--- src/rtl/ysyx_25020047_pkg.sv ---
// Shared types and constants for the load/store memory controller:
// size encodings, FSM states, bus payload structs and the alignment check.
package ysyx_25020047_pkg;

    localparam int unsigned TIMEOUT_DEF = 16;
    localparam int unsigned XLEN        = 32;
    localparam int unsigned MASK_W      = 4;

    typedef enum logic [1:0] {
        SZ_BYTE = 2'd0,
        SZ_HALF = 2'd1,
        SZ_WORD = 2'd2,
        SZ_ILL  = 2'd3
    } size_e;

    typedef enum logic [1:0] {
        ST_IDLE = 2'd0,
        ST_MEM  = 2'd1,
        ST_RESP = 2'd2
    } state_e;

    // Request context needed to extract load data once memory answers
    typedef struct packed {
        logic [1:0] off;
        size_e      size;
        logic       sext;
    } ctx_t;

    typedef struct packed {
        logic              we;
        logic [XLEN-1:0]   addr;
        logic [XLEN-1:0]   wdata;
        logic [MASK_W-1:0] wmask;
    } mem_pl_t;

    typedef struct packed {
        logic            err;
        logic [XLEN-1:0] rdata;
    } rsp_pl_t;

    // Illegal size or an address not aligned to the access size
    function automatic logic is_bad_access(input size_e size, input logic [1:0] off);
        case (size)
            SZ_BYTE: return 1'b0;
            SZ_HALF: return off[0];
            SZ_WORD: return off != 2'b00;
            default: return 1'b1;
        endcase
    endfunction

endpackage

--- src/rtl/ysyx_25020047_memctl_if.sv ---
// Request/response and memory-side signal bundle of the memory controller.
// slave = the controller, master = the CPU/memory environment around it.
interface ysyx_25020047_memctl_if;

    logic        req_valid;
    logic        req_ready;
    logic        req_wen;
    logic [31:0] req_addr;
    logic [31:0] req_wdata;
    logic [1:0]  req_size;
    logic        req_sext;

    logic        rsp_valid;
    logic        rsp_ready;
    logic [31:0] rsp_rdata;
    logic        rsp_err;

    logic        mem_req;
    logic        mem_we;
    logic [31:0] mem_addr;
    logic [31:0] mem_wdata;
    logic [3:0]  mem_wmask;
    logic        mem_ack;
    logic [31:0] mem_rdata;

    modport slave (
        input  req_valid, req_wen, req_addr, req_wdata, req_size, req_sext,
        input  rsp_ready, mem_ack, mem_rdata,
        output req_ready, rsp_valid, rsp_rdata, rsp_err,
        output mem_req, mem_we, mem_addr, mem_wdata, mem_wmask
    );

    modport master (
        output req_valid, req_wen, req_addr, req_wdata, req_size, req_sext,
        output rsp_ready, mem_ack, mem_rdata,
        input  req_ready, rsp_valid, rsp_rdata, rsp_err,
        input  mem_req, mem_we, mem_addr, mem_wdata, mem_wmask
    );

endinterface

--- src/rtl/ysyx_25020047_memctl_lane.sv ---
// Byte-lane steering: packs store data/mask into word lanes and extracts
// plus zero/sign-extends load data from a word. Purely combinational.
module ysyx_25020047_LANE
    import ysyx_25020047_pkg::*;
(
    input  logic [1:0]        off_i,
    input  size_e             size_i,
    input  logic              sext_i,
    input  logic [XLEN-1:0]   wdata_i,
    input  logic [XLEN-1:0]   rdata_i,
    output logic [MASK_W-1:0] wmask_o,
    output logic [XLEN-1:0]   wdata_o,
    output logic [XLEN-1:0]   rdata_o
);

    logic [4:0]      shamt;
    logic [XLEN-1:0] rsh;

    assign shamt = {off_i, 3'b000};

    always_comb begin
        wdata_o = wdata_i << shamt;
        rsh     = rdata_i >> shamt;
        wmask_o = '0;
        rdata_o = '0;
        case (size_i)
            SZ_BYTE: begin
                wmask_o = 4'b0001 << off_i;
                rdata_o = {{24{sext_i & rsh[7]}}, rsh[7:0]};
            end
            SZ_HALF: begin
                wmask_o = 4'b0011 << off_i;
                rdata_o = {{16{sext_i & rsh[15]}}, rsh[15:0]};
            end
            SZ_WORD: begin
                wmask_o = 4'b1111;
                rdata_o = rsh;
            end
            default: begin
                wmask_o = '0;
                rdata_o = '0;
            end
        endcase
    end

endmodule

--- src/rtl/ysyx_25020047_memctl.sv ---
// Single-outstanding load/store controller: accepts a CPU request, issues a
// word-aligned memory access with lane masking, and returns extended data.
module ysyx_25020047_memctl
    import ysyx_25020047_pkg::*;
#(
    parameter int unsigned TIMEOUT = TIMEOUT_DEF
) (
    input  logic                  clk,
    input  logic                  rst,
    ysyx_25020047_memctl_if.slave bus
);

    localparam int unsigned CNT_W = $clog2(TIMEOUT + 1);

    state_e           state_q, state_d;
    logic [CNT_W-1:0] cnt_q, cnt_d;
    ctx_t             ctx_q, ctx_d;
    mem_pl_t          memp_q, memp_d;
    rsp_pl_t          rsp_q, rsp_d;
    logic             req_ready_q, rsp_valid_q, mem_req_q;

    logic              sel_req;
    logic [1:0]        lane_off;
    size_e             lane_size;
    logic              lane_sext;
    logic [MASK_W-1:0] lane_wmask;
    logic [XLEN-1:0]   lane_wdata;
    logic [XLEN-1:0]   lane_rdata;

    // One lane unit: fed by the live request while idle, by the latched context in MEM
    assign sel_req   = (state_q == ST_IDLE);
    assign lane_off  = sel_req ? bus.req_addr[1:0] : ctx_q.off;
    assign lane_size = sel_req ? size_e'(bus.req_size) : ctx_q.size;
    assign lane_sext = sel_req ? bus.req_sext : ctx_q.sext;

    ysyx_25020047_LANE u_lane (
        .off_i   (lane_off),
        .size_i  (lane_size),
        .sext_i  (lane_sext),
        .wdata_i (bus.req_wdata),
        .rdata_i (bus.mem_rdata),
        .wmask_o (lane_wmask),
        .wdata_o (lane_wdata),
        .rdata_o (lane_rdata)
    );

    always_comb begin
        state_d = state_q;
        cnt_d   = cnt_q;
        ctx_d   = ctx_q;
        memp_d  = memp_q;
        rsp_d   = rsp_q;
        case (state_q)
            ST_IDLE: begin
                if (bus.req_valid) begin
                    ctx_d.off  = bus.req_addr[1:0];
                    ctx_d.size = size_e'(bus.req_size);
                    ctx_d.sext = bus.req_sext;
                    if (is_bad_access(size_e'(bus.req_size), bus.req_addr[1:0])) begin
                        rsp_d.err   = 1'b1;
                        rsp_d.rdata = '0;
                        state_d     = ST_RESP;
                    end else begin
                        memp_d.we    = bus.req_wen;
                        memp_d.addr  = {bus.req_addr[31:2], 2'b00};
                        memp_d.wdata = lane_wdata;
                        memp_d.wmask = lane_wmask;
                        cnt_d        = '0;
                        state_d      = ST_MEM;
                    end
                end
            end
            ST_MEM: begin
                if (bus.mem_ack) begin
                    rsp_d.err   = 1'b0;
                    rsp_d.rdata = memp_q.we ? '0 : lane_rdata;
                    state_d     = ST_RESP;
                end else if (cnt_q == CNT_W'(TIMEOUT - 1)) begin
                    rsp_d.err   = 1'b1;
                    rsp_d.rdata = '0;
                    state_d     = ST_RESP;
                end else begin
                    cnt_d = cnt_q + CNT_W'(1);
                end
            end
            ST_RESP: begin
                if (bus.rsp_ready) begin
                    state_d = ST_IDLE;
                end
            end
            default: state_d = ST_IDLE;
        endcase
    end

    // Handshake outputs are registered from the next state so they track state_q exactly
    always_ff @(posedge clk or posedge rst) begin
        if (rst) begin
            state_q     <= ST_IDLE;
            cnt_q       <= '0;
            ctx_q       <= '0;
            memp_q      <= '0;
            rsp_q       <= '0;
            req_ready_q <= 1'b1;
            rsp_valid_q <= 1'b0;
            mem_req_q   <= 1'b0;
        end else begin
            state_q     <= state_d;
            cnt_q       <= cnt_d;
            ctx_q       <= ctx_d;
            memp_q      <= memp_d;
            rsp_q       <= rsp_d;
            req_ready_q <= (state_d == ST_IDLE);
            rsp_valid_q <= (state_d == ST_RESP);
            mem_req_q   <= (state_d == ST_MEM);
        end
    end

    assign bus.req_ready = req_ready_q;
    assign bus.rsp_valid = rsp_valid_q;
    assign bus.rsp_rdata = rsp_q.rdata;
    assign bus.rsp_err   = rsp_q.err;
    assign bus.mem_req   = mem_req_q;
    assign bus.mem_we    = memp_q.we;
    assign bus.mem_addr  = memp_q.addr;
    assign bus.mem_wdata = memp_q.wdata;
    assign bus.mem_wmask = memp_q.wmask;

endmodule

--- src/flat_wrapper.sv ---
// flat-port wrapper written by rule: the top's interface ports become plain ports
module ysyx_25020047_memctl_flat import ysyx_25020047_pkg::*;
#(
    parameter int unsigned TIMEOUT = TIMEOUT_DEF
)
  (clk, rst, bus_req_valid, bus_req_wen, bus_req_addr, bus_req_wdata, bus_req_size, bus_req_sext, bus_rsp_ready, bus_mem_ack, bus_mem_rdata, bus_req_ready, bus_rsp_valid, bus_rsp_rdata, bus_rsp_err, bus_mem_req, bus_mem_we, bus_mem_addr, bus_mem_wdata, bus_mem_wmask);
  ysyx_25020047_memctl_if bus_i ();
  input  logic clk;
  input  logic rst;
  input wire logic [$bits(bus_i.req_valid)-1:0] bus_req_valid;
  input wire logic [$bits(bus_i.req_wen)-1:0] bus_req_wen;
  input wire logic [$bits(bus_i.req_addr)-1:0] bus_req_addr;
  input wire logic [$bits(bus_i.req_wdata)-1:0] bus_req_wdata;
  input wire logic [$bits(bus_i.req_size)-1:0] bus_req_size;
  input wire logic [$bits(bus_i.req_sext)-1:0] bus_req_sext;
  input wire logic [$bits(bus_i.rsp_ready)-1:0] bus_rsp_ready;
  input wire logic [$bits(bus_i.mem_ack)-1:0] bus_mem_ack;
  input wire logic [$bits(bus_i.mem_rdata)-1:0] bus_mem_rdata;
  output wire logic [$bits(bus_i.req_ready)-1:0] bus_req_ready;
  output wire logic [$bits(bus_i.rsp_valid)-1:0] bus_rsp_valid;
  output wire logic [$bits(bus_i.rsp_rdata)-1:0] bus_rsp_rdata;
  output wire logic [$bits(bus_i.rsp_err)-1:0] bus_rsp_err;
  output wire logic [$bits(bus_i.mem_req)-1:0] bus_mem_req;
  output wire logic [$bits(bus_i.mem_we)-1:0] bus_mem_we;
  output wire logic [$bits(bus_i.mem_addr)-1:0] bus_mem_addr;
  output wire logic [$bits(bus_i.mem_wdata)-1:0] bus_mem_wdata;
  output wire logic [$bits(bus_i.mem_wmask)-1:0] bus_mem_wmask;
  assign bus_i.req_valid = bus_req_valid;
  assign bus_i.req_wen = bus_req_wen;
  assign bus_i.req_addr = bus_req_addr;
  assign bus_i.req_wdata = bus_req_wdata;
  assign bus_i.req_size = bus_req_size;
  assign bus_i.req_sext = bus_req_sext;
  assign bus_i.rsp_ready = bus_rsp_ready;
  assign bus_i.mem_ack = bus_mem_ack;
  assign bus_i.mem_rdata = bus_mem_rdata;
  assign bus_req_ready = bus_i.req_ready;
  assign bus_rsp_valid = bus_i.rsp_valid;
  assign bus_rsp_rdata = bus_i.rsp_rdata;
  assign bus_rsp_err = bus_i.rsp_err;
  assign bus_mem_req = bus_i.mem_req;
  assign bus_mem_we = bus_i.mem_we;
  assign bus_mem_addr = bus_i.mem_addr;
  assign bus_mem_wdata = bus_i.mem_wdata;
  assign bus_mem_wmask = bus_i.mem_wmask;
  ysyx_25020047_memctl #(.TIMEOUT(TIMEOUT)) u_core (.clk(clk), .rst(rst), .bus(bus_i));
endmodule
--- config.mk ---
export PLATFORM = sky130hd
export DESIGN_NAME = ysyx_25020047_memctl_flat
export DESIGN_NICKNAME = d
export VERILOG_FILES = /design/src/rtl/ysyx_25020047_pkg.sv /design/src/rtl/ysyx_25020047_memctl_if.sv /design/src/rtl/ysyx_25020047_memctl_lane.sv /design/src/rtl/ysyx_25020047_memctl.sv /design/src/flat_wrapper.sv
export SDC_FILE = /design/constraint.sdc
export NUM_CORES = 1
export LEC_CHECK = 0
export CAP_MARGIN = 30
export CORE_MARGIN = 2
export CORE_UTILIZATION = 40
export CTS_CLUSTER_SIZE = 14
export DETAILED_ROUTE_END_ITERATION = 16
export PLACE_DENSITY = 0.73
export SLEW_MARGIN = 20
export SYNTH_ARGS = -nofsm -noshare
export SYNTH_HDL_FRONTEND = slang
export SYNTH_SLANG_ARGS = --single-unit
--- constraint.sdc ---
create_clock -name clk -period 6.3 [get_ports clk]
set_input_delay 1.26 -clock clk [delete_from_list [all_inputs] [get_ports clk]]
set_output_delay 1.26 -clock clk [all_outputs]
set_load 0.01 [all_outputs]
Word-level counts from Yosys, hierarchy flattened
Cells that the tools add are included.

storage, ports and cells
  input bits = 105
  bits in latches = 0
  memories = 0
  output and inout bits = 105
  bits in writable memories = 0
  register bits after elaboration = 115
  bits in read-only memories = 0

operators by class
  eq/ne operators = 15
  $mul = 0
  magnitude comparators = 0
  div/mod/pow operators = 0
  $add $sub $neg = 1
  muxes and demuxes = 25
  reductions and logical operators = 10
  shift operators = 4
  bitwise logic cells = 3

operator list
  cell                                                                    count
  33-bit two-way mux                                                      4
  32-bit one-hot mux with 3 select lines                                  1
  33-bit one-hot mux with 2 select lines                                  1
  32-bit two-way mux                                                      1
  32-bit by 5-bit << shifter with 32-bit output                           1
  32-bit by 5-bit right shift with 32-bit output                          1
  5-bit two-way mux                                                       4
  2-bit two-way mux                                                       7
  4-bit one-hot mux with 3 select lines                                   1
  2-bit != test (second input constant)                                   5
  5-bit one-hot mux with 2 select lines                                   1
  2-bit by 1-bit equality test with 1-bit output (second input constant)  4
  2-bit equality test (second input constant)                             4
  2-bit zero test                                                         4
  2-bit one-hot mux with 3 select lines                                   1
  5-bit by 1-bit adder with 5-bit output (second input constant)          1
  5-bit by 4-bit equality test with 1-bit output (second input constant)  1
  5-bit AND reduction                                                     1
  4-bit AND reduction                                                     1
  2-bit nonzero test                                                      2
  1-bit by 2-bit << shifter with 4-bit output (first input constant)      1
  2-bit by 2-bit << shifter with 4-bit output (first input constant)      1
  1-bit two-way mux                                                       3
  3-bit by 2-bit != test with 1-bit output (second input constant)        1
  5 further kinds                                                         6

Logic depth before layout (Yosys ltp)
Gate-level depths: netlist of run 1.

  depth after elaboration = 8
  depth in mapped cells = 9

By module
From an unflattened synthesis of run 1, not the netlist that was laid out.

second synthesis, totals
  cell total of the unflattened synthesis = 482
  area total of the unflattened synthesis = 5734.2 um^2

modules (own cells, without submodules)
  module                times used  area each (um^2)  sequential area each (um^2)  cells an instance
  ysyx_25020047_memctl  1           4406.7            2879.0                       285
  ysyx_25020047_LANE    1           1327.5            0.0                          197

Least setup slack after synthesis of run 1
OpenSTA, ideal clock, no wires.

  kind = input port to flip-flop
  start point = input port bus_req_size[1]
  end point = register u_core.rsp_q, in the netlist u_core.bus.rsp_rdata[26]
  cell stages on the path = 7
  data required time = 6.231 ns
  buffers on the path = 2
  setup slack = 3.517 ns
  arrival = 2.714 ns
  library setup time = 0.069 ns
  cell sequence = clkbuf_1 -> or4b_2 -> o21ai_0 -> and3_1 -> buf_4 -> a22oi_1 -> nand3_1

between the ends
  word-level cells in the longest chain between the ends = 6
  elaborated cells between the ends (all ways) = 16

ends and longest elaborated chain
  item                                                                                            RTL line                                                     source
  start, declared                                                                                 flat_wrapper.sv:14                                           input wire logic [$bits(bus_i.req_size)-1:0] bus_req_size;
  2-bit equality test (tied with other cells)                                                     ysyx_25020047_pkg.sv:43                                      case (size)
  1-bit one-hot mux with 3 select lines (tied with other cells)                                   ysyx_25020047_pkg.sv:43
  1-bit two-way mux or 32-bit one-hot mux with 3 select lines (tied branches)                     ysyx_25020047_memctl.sv:55, ysyx_25020047_memctl_lane.sv:26
  1-bit two-way mux or 32-bit two-way mux (tied branches)                                         ysyx_25020047_memctl.sv:53, ysyx_25020047_memctl.sv:76
  2-bit != test (no source line) or 33-bit two-way mux (tied branches)                            n/a
  4-bit AND reduction (no source line) or 33-bit one-hot mux with 2 select lines (tied branches)  n/a
  end signal, assigned                                                                            ysyx_25020047_memctl.sv:111                                  rsp_q <= rsp_d;
  end, declared                                                                                   ysyx_25020047_memctl.sv:19                                   rsp_pl_t rsp_q, rsp_d;

Parallel ways exist; a longest one is shown, timed or not. The select of a mux whose other input is x is not followed.
A chain may end at the register's enable or synchronous reset.

Final worst setup path of run 1
  start point = input port bus_req_addr[0]
  end point = register u_core.rsp_q, in the netlist u_core.bus.rsp_rdata[15]

between the ends
  word-level cells in the longest chain between the ends = 7
  elaborated cells between the ends (all ways) = 13

ends and longest elaborated chain
  item                                            RTL line                         source
  start, declared                                 flat_wrapper.sv:12               input wire logic [$bits(bus_i.req_addr)-1:0] bus_req_addr;
  2-bit two-way mux                               ysyx_25020047_memctl.sv:32       assign lane_off = sel_req ? bus.req_addr[1:0] : ctx_q.off;
  32-bit by 5-bit right shift with 32-bit output  ysyx_25020047_memctl_lane.sv:23  rsh = rdata_i >> shamt;
  1-bit bitwise AND                               ysyx_25020047_memctl_lane.sv:29  rdata_o = {{24{sext_i & rsh[7]}}, rsh[7:0]};
  32-bit one-hot mux with 3 select lines          ysyx_25020047_memctl_lane.sv:26  case (size_i)
  32-bit two-way mux                              ysyx_25020047_memctl.sv:76       rsp_d.rdata = memp_q.we ? '0 : lane_rdata;
  33-bit two-way mux                              ysyx_25020047_memctl.sv:74       if (bus.mem_ack) begin
  33-bit one-hot mux with 2 select lines          ysyx_25020047_memctl.sv:53       case (state_q)

Parallel ways exist; a longest one is shown, timed or not. The select of a mux whose other input is x is not followed.

==> impl_results.html, run 1 <==
<table>
<tr><th>Metric</th><th>Value</th></tr>
<tr><th colspan="2">Run status</th></tr>
<tr><td>Status</td><td>finished, final reports clean</td></tr>
<tr><th colspan="2">Floorplan</th></tr>
<tr><td>Total Die Area</td><td>15200 µm²</td></tr>
<tr><td>Core region area</td><td>13900 µm²</td></tr>
<tr><td>Die height</td><td>123 µm</td></tr>
<tr><td>Number of top-level pins</td><td>210</td></tr>
<tr><td>Effective utilization at floorplan</td><td>0.411</td></tr>
<tr><td>Die boundary width</td><td>123 µm</td></tr>
<tr><td>Std-Cell Rows</td><td>43</td></tr>
<tr><th colspan="2">Flow run</th></tr>
<tr><td>Max-capacitance violation count</td><td>0</td></tr>
<tr><th colspan="2">Logic synthesis</th></tr>
<tr><td>Number of distinct standard cells referenced by the synthesized netlist</td><td>60</td></tr>
<tr><td>Post-Synthesis Cell Area</td><td>5700 µm²</td></tr>
<tr><td>Leading cell types by total area after synthesis</td><td>dfrtp_1 (50%), nand2_1 (12%), mux2_2 (4.3%)</td></tr>
<tr><td>Prevailing post-synth register cell</td><td>dfrtp_1</td></tr>
<tr><td>Sequential cell area fraction in the yosys report</td><td>0.505</td></tr>
<tr><td>Yosys top cell area share</td><td>0.500</td></tr>
<tr><td>Synthesis warning total</td><td>0</td></tr>
<tr><td>Number of enable flip-flop cells after synthesis</td><td>0</td></tr>
<tr><td>Post-Syn Instances</td><td>597</td></tr>
<tr><td>Average size of a mapped cell</td><td>9.55 µm²</td></tr>
<tr><td>Share of synthesized flip-flops with an asynchronous set or reset</td><td>1.00</td></tr>
<tr><td>Flop and latch count out of synthesis</td><td>115</td></tr>
<tr><td>Synth area leader</td><td>dfrtp_1</td></tr>
<tr><th colspan="2">Worst setup path</th></tr>
<tr><td>Data required time of the worst path</td><td>6.54 ns</td></tr>
<tr><td>Worst-path maximum fanout</td><td>56</td></tr>
<tr><td>Crit. End Element</td><td>flip-flop</td></tr>
<tr><td>Arrival @ worst endpoint</td><td>3.85 ns</td></tr>
<tr><td>Type of the worst setup path</td><td>in2reg</td></tr>
<tr><td>CP startpoint kind</td><td>input pin</td></tr>
<tr><th colspan="2">STA</th></tr>
<tr><td>Total setup violations reported at the end of the flow</td><td>0</td></tr>
<tr><td>Transition time of the tightest slew-check pin</td><td>0.916 ns</td></tr>
<tr><td>Worst relative slew slack</td><td>0.389</td></tr>
<tr><td>Worst hold slack</td><td>0.466 ns</td></tr>
<tr><td>Post-route setup slack</td><td>2.68 ns</td></tr>
<tr><td>Final worst-path cycle share</td><td>0.574</td></tr>
<tr><td>Final hold viol count</td><td>0</td></tr>
<tr><td>Min Tclk post-route</td><td>3.62 ns</td></tr>
<tr><td>Number of max-slew violations in the final report</td><td>0</td></tr>
<tr><td>Upper clock frequency limit</td><td>0.276 GHz</td></tr>
<tr><td>Post-route clock skew</td><td>0.00853 ns</td></tr>
<tr><td>Unrepaired setup endpoints after global routing</td><td>no</td></tr>
<tr><td>Total negative slack for setup checks</td><td>0 ns</td></tr>
<tr><th colspan="2">Power and ir drop</th></tr>
<tr><td>Total power</td><td>3.74 mW</td></tr>
<tr><td>Worst vdd ir</td><td>0.208 mV</td></tr>
<tr><td>Leak</td><td>3.87 nW</td></tr>
<tr><td>Power density cells</td><td>442 nW/µm²</td></tr>
<tr><th colspan="2">Min path</th></tr>
<tr><td>Class of the most critical hold timing path</td><td>reg2reg</td></tr>
<tr><th colspan="2">Detailed routing</th></tr>
<tr><td>Via count of the routed design</td><td>5250</td></tr>
<tr><td>Number of design-rule violations left by the first detailed-router iteration</td><td>374</td></tr>
<tr><td>DR WL/cell</td><td>17.1 µm</td></tr>
<tr><td>Average vias per placed instance</td><td>5.36</td></tr>
<tr><td>Number of design rule violations left after detail routing</td><td>0</td></tr>
<tr><td>Iteration count of the initial detailed-routing pass</td><td>5</td></tr>
<tr><td>Total wire length after detailed routing</td><td>16.8 mm</td></tr>
<tr><td>Number of nets still failing antenna checks after routing</td><td>0</td></tr>
<tr><th colspan="2">Final layout</th></tr>
<tr><td>Commonest non-fill, non-tap cells in the layout</td><td>clkdlybuf4s50_1 (207), nand2_1 (184), dfrtp_1 (114)</td></tr>
<tr><td>Nets@finish</td><td>893</td></tr>
<tr><td>Synth-to-Final Area Change</td><td>48.3%</td></tr>
<tr><td>Most frequent standard cell in the layout excluding fill and tap cells</td><td>clkdlybuf4s50_1</td></tr>
<tr><td>Multi-input gate area in the final layout</td><td>2560 µm²</td></tr>
<tr><td># fillers</td><td>1149</td></tr>
<tr><td>Number of antenna cells inserted</td><td>0</td></tr>
<tr><td>Non-filler cells, final</td><td>979</td></tr>
<tr><td>Fraction of final layout cells with drive strength greater than 1</td><td>0.105</td></tr>
<tr><td>Area of all sequential standard cells</td><td>2880 µm²</td></tr>
<tr><th colspan="2">Clock network</th></tr>
<tr><td>Post-CTS sizing</td><td>0</td></tr>
<tr><td>Total CTS buffers</td><td>17</td></tr>
<tr><td>Clock insertion delay at the later pin of the skew report</td><td>0.41 ns</td></tr>
<tr><td>CTS tree</td><td>yes</td></tr>
<tr><td>Number of buffers between clock root and the deepest sink</td><td>2</td></tr>
<tr><td>Number of post-CTS setup repair buffers</td><td>0</td></tr>
<tr><td>Root buffer selected by CTS</td><td>clkbuf_16</td></tr>
<tr><td>Number of levels in the clock H-tree</td><td>4</td></tr>
<tr><td>CTS Hold Bufs</td><td>0</td></tr>
<tr><td>Register clock-pin slew on the reported worst setup and hold paths</td><td>0.05 ns</td></tr>
<tr><td>Clk sink count</td><td>115</td></tr>
<tr><th colspan="2">Global routing</th></tr>
<tr><td>Via count of the first global-routing pass</td><td>5224</td></tr>
<tr><td>Pin count of the biggest net entering global routing</td><td>65</td></tr>
<tr><td>GRT Util Overall</td><td>0.223</td></tr>
<tr><td>Remaining Overflow, GRT</td><td>0</td></tr>
<tr><td>Initial antenna violation count</td><td>0</td></tr>
<tr><td>First-pass GRT wire length</td><td>26.4 mm</td></tr>
<tr><th colspan="2">Place</th></tr>
<tr><td>DP Wirelength</td><td>11.5 mm</td></tr>
<tr><td>Number of port buffers</td><td>207</td></tr>
<tr><td>Cell total after placement</td><td>946</td></tr>
<tr><td>Final Wtd Congestion</td><td>0.857</td></tr>
<tr><td>Pre-CTS WS</td><td>2.27 ns</td></tr>
</table>
-- worst paths after layout --
| path | from | end | slack [ns] | cells after the start |
|---|---|---|---|---|
| worst max-delay path | bus_req_addr[0] | u_core.bus.rsp_rdata[15]$_DFFE_PP0P_ | 2.68 | 7 |
| worst min-delay path | u_core.bus.mem_wdata[0]$_DFFE_PP0P_ | u_core.bus.mem_wdata[0]$_DFFE_PP0P_ | 0.47 | 2 |
| worst max register to register | u_core.state_q[1]$_DFF_PP0_ | u_core.bus.rsp_rdata[15]$_DFFE_PP0P_ | 3.22 | 6 |
| worst min register to register | u_core.bus.mem_wdata[0]$_DFFE_PP0P_ | u_core.bus.mem_wdata[0]$_DFFE_PP0P_ | 0.47 | 2 |
| max in group asynchronous | rst | u_core.bus.rsp_valid$_DFF_PP0_ | 3.71 | 3 |
| min in group asynchronous | rst | u_core.bus.mem_addr[19]$_DFFE_PP0P_ | 1.30 | 2 |
-- routing by layer --
| metal | up-vias | wire (µm) | global-route usage |
|---|---|---|---|
| li1 | 2450 | - | - |
| met1 | 2533 | 7180 | 0.292 |
| met2 | 226 | 7910 | 0.349 |
| met3 | 41 | 1240 | 0.0600 |
| met4 | 0 | 448 | 0.0952 |
| met5 | - | 0 | 0 |
-- cell type report --
type / count / share of cell area
timing repair buffer: 213 / 0.253
inverter: 9 / 0.00429
clock buffer: 23 / 0.0553
sequential: 115 / 0.340
multi-input combinational: 430 / 0.303
tap: 180 / 0.0266
clock inverter: 9 / 0.0180
-- worst max-delay path: stages --
cell             delay, ns
clkdlybuf4s50_1       0.54
or3b_1                0.39
and2_2                0.19
buf_4                 0.33
mux2_4                0.40
o2111ai_4             0.54
o211ai_1              0.19
-- cells by family after synthesis --
| family | count (synthesis) | share of synthesized area |
|---|---|---|
| AND/OR/NAND/NOR | 276 | 0.207 |
| flip-flops | 115 | 0.505 |
| AO/OA/AOI/OAI | 104 | 0.146 |
| buffers and inverters | 53 | 0.0485 |
| multiplexers | 43 | 0.0838 |
| XOR/XNOR | 3 | 0.00461 |
| adder cells (fa/ha/maj) | 2 | 0.00439 |
| other | 1 | 0.000658 |
-- metrics by stage --
stage,utilization,cell area (µm²)
6_report,0.609,8460
5_1_grt,0.609,8460
4_1_cts,0.607,8430
3_5_place_dp,0.563,7810
3_3_place_gp,0.563,7810
2_1_floorplan,-,5710
-- synth_stat cells (3+ instances only) --
cell / instances
and3_1: 3
a22o_1: 8
nor2_1: 28
mux2_2: 22
o21ai_0: 17
mux2i_1: 17
a311o_1: 7
nand2_1: 185
o21ai_1: 3
mux2_4: 4
a21oi_1: 19
buf_6: 5
dfrtp_1: 114
a22oi_1: 9
a221oi_2: 3
inv_1: 9
a2bb2oi_1: 8
buf_2: 14
clkbuf_1: 19
a32o_1: 8
a221oi_1: 5
and2_1: 4
buf_4: 6
nand3_1: 40
-- flip-flops by register name, indices dropped and copies added (netlist names) --
name,flops
u_core.bus.mem_we,1
u_core.cnt_q,5
u_core.bus.mem_req,1
u_core.ctx_q,5
u_core.bus.mem_wdata,32
u_core.state_q,2
u_core.bus.rsp_valid,1
u_core.bus.rsp_err,1
u_core.bus.rsp_rdata,32
u_core.bus.mem_addr,30
u_core.bus.req_ready,1
u_core.bus.mem_wmask,4
-- power by group --
part | leakage (nW) | switching [mW] | total (mW) | internal (mW)
clock network | 0.293 | 0.331 | 1.01 | 0.681
logic | 2.10 | 0.746 | 1.53 | 0.782
registers | 1.47 | 0.188 | 1.20 | 1.01
No activity file was read; power rests on OpenSTA's default activity.
==> run 2: changes to the inputs <==
PLACE_DENSITY = 0.76   (was 0.73)
clock period = 3.14 ns   (was 6.3 ns; I/O delays follow)
==> run 2 against run 1 <==
  * Register-to-register slack lost 2.6 ns
  * First-iteration DRC count grew 28%
  * Utilization grew 0.39 points
==> impl_results.html, run 2 (synthesis results as in run 1) <==
<table>
<tr><th>Metric</th><th>Value</th></tr>
<tr><th colspan="2">Detailed routing</th></tr>
<tr><td>DR WL/cell</td><td>17.6 µm (was 17.1 µm)</td></tr>
<tr><td>Number of design-rule violations left by the first detailed-router iteration</td><td>479 (was 374)</td></tr>
<tr><td>Number of design rule violations left after detail routing</td><td>0 (unchanged)</td></tr>
<tr><td>Number of nets still failing antenna checks after routing</td><td>0 (unchanged)</td></tr>
<tr><td>Via count of the routed design</td><td>5336 (was 5250)</td></tr>
<tr><td>Iteration count of the initial detailed-routing pass</td><td>6 (was 5)</td></tr>
<tr><td>Average vias per placed instance</td><td>5.40 (was 5.36)</td></tr>
<tr><td>Total wire length after detailed routing</td><td>17.4 mm (was 16.8 mm)</td></tr>
<tr><th colspan="2">Min path</th></tr>
<tr><td>Startpoint of the lowest-slack hold path</td><td>u_core.bus.mem_wdata[1]$_DFFE_PP0P_ (was u_core.bus.mem_wdata[0]$_DFFE_PP0P_)</td></tr>
<tr><td>Class of the most critical hold timing path</td><td>reg2reg (unchanged)</td></tr>
<tr><th colspan="2">Final layout</th></tr>
<tr><td>Most frequent standard cell in the layout excluding fill and tap cells</td><td>clkdlybuf4s50_1 (unchanged)</td></tr>
<tr><td>Area of all sequential standard cells</td><td>2880 µm² (unchanged)</td></tr>
<tr><td>Commonest non-fill, non-tap cells in the layout</td><td>clkdlybuf4s50_1 (207), nand2_1 (184), dfrtp_1 (114) (unchanged)</td></tr>
<tr><td>Multi-input gate area in the final layout</td><td>2560 µm² (about the same)</td></tr>
<tr><td># fillers</td><td>1138 (was 1149)</td></tr>
<tr><td>Number of antenna cells inserted</td><td>0 (unchanged)</td></tr>
<tr><td>Fraction of final layout cells with drive strength greater than 1</td><td>0.116 (was 0.105)</td></tr>
<tr><td>Synth-to-Final Area Change</td><td>49.3% (was 48.3%)</td></tr>
<tr><td>Non-filler cells, final</td><td>989 (was 979)</td></tr>
<tr><td>Nets@finish</td><td>903 (was 893)</td></tr>
<tr><th colspan="2">Clock network</th></tr>
<tr><td>Register clock-pin slew on the reported worst setup and hold paths</td><td>0.05 ns (about the same)</td></tr>
<tr><td>Number of levels in the clock H-tree</td><td>4 (unchanged)</td></tr>
<tr><td>Post-CTS sizing</td><td>0 (unchanged)</td></tr>
<tr><td>CTS tree</td><td>yes (unchanged)</td></tr>
<tr><td>Total CTS buffers</td><td>17 (unchanged)</td></tr>
<tr><td>Clock insertion delay at the later pin of the skew report</td><td>0.42 ns (was 0.41 ns)</td></tr>
<tr><td>Root buffer selected by CTS</td><td>clkbuf_16 (unchanged)</td></tr>
<tr><td>Number of buffers between clock root and the deepest sink</td><td>2 (unchanged)</td></tr>
<tr><td>Clk sink count</td><td>115 (unchanged)</td></tr>
<tr><td>Number of post-CTS setup repair buffers</td><td>0 (unchanged)</td></tr>
<tr><td>CTS Hold Bufs</td><td>0 (unchanged)</td></tr>
<tr><th colspan="2">Power and ir drop</th></tr>
<tr><td>Power density cells</td><td>873 nW/µm² (was 442 nW/µm²)</td></tr>
<tr><td>Leak</td><td>3.91 nW (was 3.87 nW)</td></tr>
<tr><td>Worst vdd ir</td><td>0.410 mV (was 0.208 mV)</td></tr>
<tr><th colspan="2">Worst setup path</th></tr>
<tr><td>Type of the worst setup path</td><td>reg2reg (was in2reg)</td></tr>
<tr><td>Crit. Startpoint</td><td>u_core.state_q[0]$_DFF_PP0_ (was bus_req_addr[0])</td></tr>
<tr><td>Crit. End Element</td><td>flip-flop (unchanged)</td></tr>
<tr><td>CP startpoint kind</td><td>flip-flop (was input pin)</td></tr>
<tr><td>Worst-path maximum fanout</td><td>54 (was 56)</td></tr>
<tr><td>Data required time of the worst path</td><td>3.45 ns (was 6.54 ns)</td></tr>
<tr><td>Setup slack on the worst flop-to-flop path</td><td>0.61 ns (was 3.22 ns)</td></tr>
<tr><td>Arrival @ worst endpoint</td><td>2.84 ns (was 3.85 ns)</td></tr>
<tr><td>Reg-to-reg critical path startpoint</td><td>u_core.state_q[0]$_DFF_PP0_ (was u_core.state_q[1]$_DFF_PP0_)</td></tr>
<tr><th colspan="2">STA</th></tr>
<tr><td>Total negative slack for setup checks</td><td>0 ns (unchanged)</td></tr>
<tr><td>Number of max-slew violations in the final report</td><td>0 (unchanged)</td></tr>
<tr><td>Post-route clock skew</td><td>0.0111 ns (was 0.00853 ns)</td></tr>
<tr><td>Final hold viol count</td><td>0 (unchanged)</td></tr>
<tr><td>Final worst-path cycle share</td><td>0.807</td></tr>
<tr><td>Transition time of the tightest slew-check pin</td><td>0.667 ns (was 0.916 ns)</td></tr>
<tr><td>Total setup violations reported at the end of the flow</td><td>0 (unchanged)</td></tr>
<tr><td>Worst relative slew slack</td><td>0.555 (was 0.389)</td></tr>
<tr><td>Min Tclk post-route</td><td>2.53 ns</td></tr>
<tr><td>Unrepaired setup endpoints after global routing</td><td>no (unchanged)</td></tr>
<tr><td>Upper clock frequency limit</td><td>0.395 GHz</td></tr>
<tr><th colspan="2">Global routing</th></tr>
<tr><td>First-pass GRT wire length</td><td>27.0 mm (was 26.4 mm)</td></tr>
<tr><td>Initial antenna violation count</td><td>0 (unchanged)</td></tr>
<tr><td>GRT Util Overall</td><td>0.232 (was 0.223)</td></tr>
<tr><td>Via count of the first global-routing pass</td><td>5310 (was 5224)</td></tr>
<tr><td>Remaining Overflow, GRT</td><td>0 (unchanged)</td></tr>
<tr><td>Pin count of the biggest net entering global routing</td><td>116 (was 65)</td></tr>
<tr><th colspan="2">Floorplan</th></tr>
<tr><td>Core region area</td><td>13900 µm² (unchanged)</td></tr>
<tr><td>Die boundary width</td><td>123 µm (unchanged)</td></tr>
<tr><td>Number of top-level pins</td><td>210 (unchanged)</td></tr>
<tr><td>Effective utilization at floorplan</td><td>0.411 (unchanged)</td></tr>
<tr><td>Die height</td><td>123 µm (unchanged)</td></tr>
<tr><td>Total Die Area</td><td>15200 µm² (unchanged)</td></tr>
<tr><td>Std-Cell Rows</td><td>43 (unchanged)</td></tr>
<tr><th colspan="2">Place</th></tr>
<tr><td>Number of port buffers</td><td>207 (unchanged)</td></tr>
<tr><td>DP Wirelength</td><td>12.2 mm (was 11.5 mm)</td></tr>
<tr><td>Cell total after placement</td><td>957 (was 946)</td></tr>
<tr><td>Final Wtd Congestion</td><td>0.864 (was 0.857)</td></tr>
<tr><th colspan="2">Flow run</th></tr>
<tr><td>Max-capacitance violation count</td><td>0 (unchanged)</td></tr>
<tr><th colspan="2">Run status</th></tr>
<tr><td>Status</td><td>finished, final reports clean (unchanged)</td></tr>
</table>
==> run 2: layout make-up <==
| class | count | share of cell area |
|---|---|---|
| Sequential cell | 115 | 0.338 |
| Multi-Input combinational cell | 430 | 0.301 |
| Timing Repair Buffer | 223 | 0.262 |
| Clock buffer | 23 | 0.0562 |
| Tap cell | 180 | 0.0265 |
| Clock inverter | 9 | 0.0122 |
| Inverter | 9 | 0.00441 |
==> run 2: worst paths after layout <==
kind | endpoint | cells past startpoint
hold / removal | u_core.bus.mem_wdata[1]$_DFFE_PP0P_ | 2
min in group asynchronous | u_core.bus.mem_wdata[10]$_DFFE_PP0P_ | 3
setup / recovery | u_core.bus.rsp_rdata[4]$_DFFE_PP0P_ | 6
max in group asynchronous | u_core.bus.mem_addr[20]$_DFFE_PP0P_ | 3
setup reg to reg | u_core.bus.rsp_rdata[4]$_DFFE_PP0P_ | 6
hold reg to reg | u_core.bus.mem_wdata[1]$_DFFE_PP0P_ | 2
==> run 2: worst max-delay path, cell delays in order, from the launching register on <==
cell	delay, ns
dfrtp_1	0.58
o21ai_0	0.35
and2_2	0.24
buf_4	0.55
mux2i_1	0.33
nand2_1	0.09
a32o_1	0.26
==> run 2: metrics by stage <==
| step | instance area (µm²) | setup slack [ns] | hold slack, ns | power [mW] | utilization |
|---|---|---|---|---|---|
| 5_1_grt | 8510 | 0.390 | 0.484 | 7.86 | 0.613 |
| 3_3_place_gp | 7930 | 0.337 | 0.454 | 5.45 | 0.571 |
| 2_1_floorplan | 5710 | 0.989 | 0.467 | 3.99 | - |
| 3_5_place_dp | 7930 | 0.260 | 0.461 | 5.55 | 0.571 |
| 6_report | 8510 | 0.607 | 0.462 | 7.43 | 0.613 |
| 4_1_cts | 8510 | 0.642 | 0.467 | 7.48 | 0.613 |
==> run 2: metal layers <==
layer	up-vias	track usage	wire [µm]
met2	274	0.366	8490
met5	-	0	0
met3	40	0.0632	1420
li1	2462	-	-
met1	2560	0.297	7060
met4	0	0.102	439
==> run 2: report_power, final <==
group	internal, mW	switching [mW]
clock network	1.22	0.673
registers	2.03	0.361
logic	1.61	1.53
total	4.87	2.57
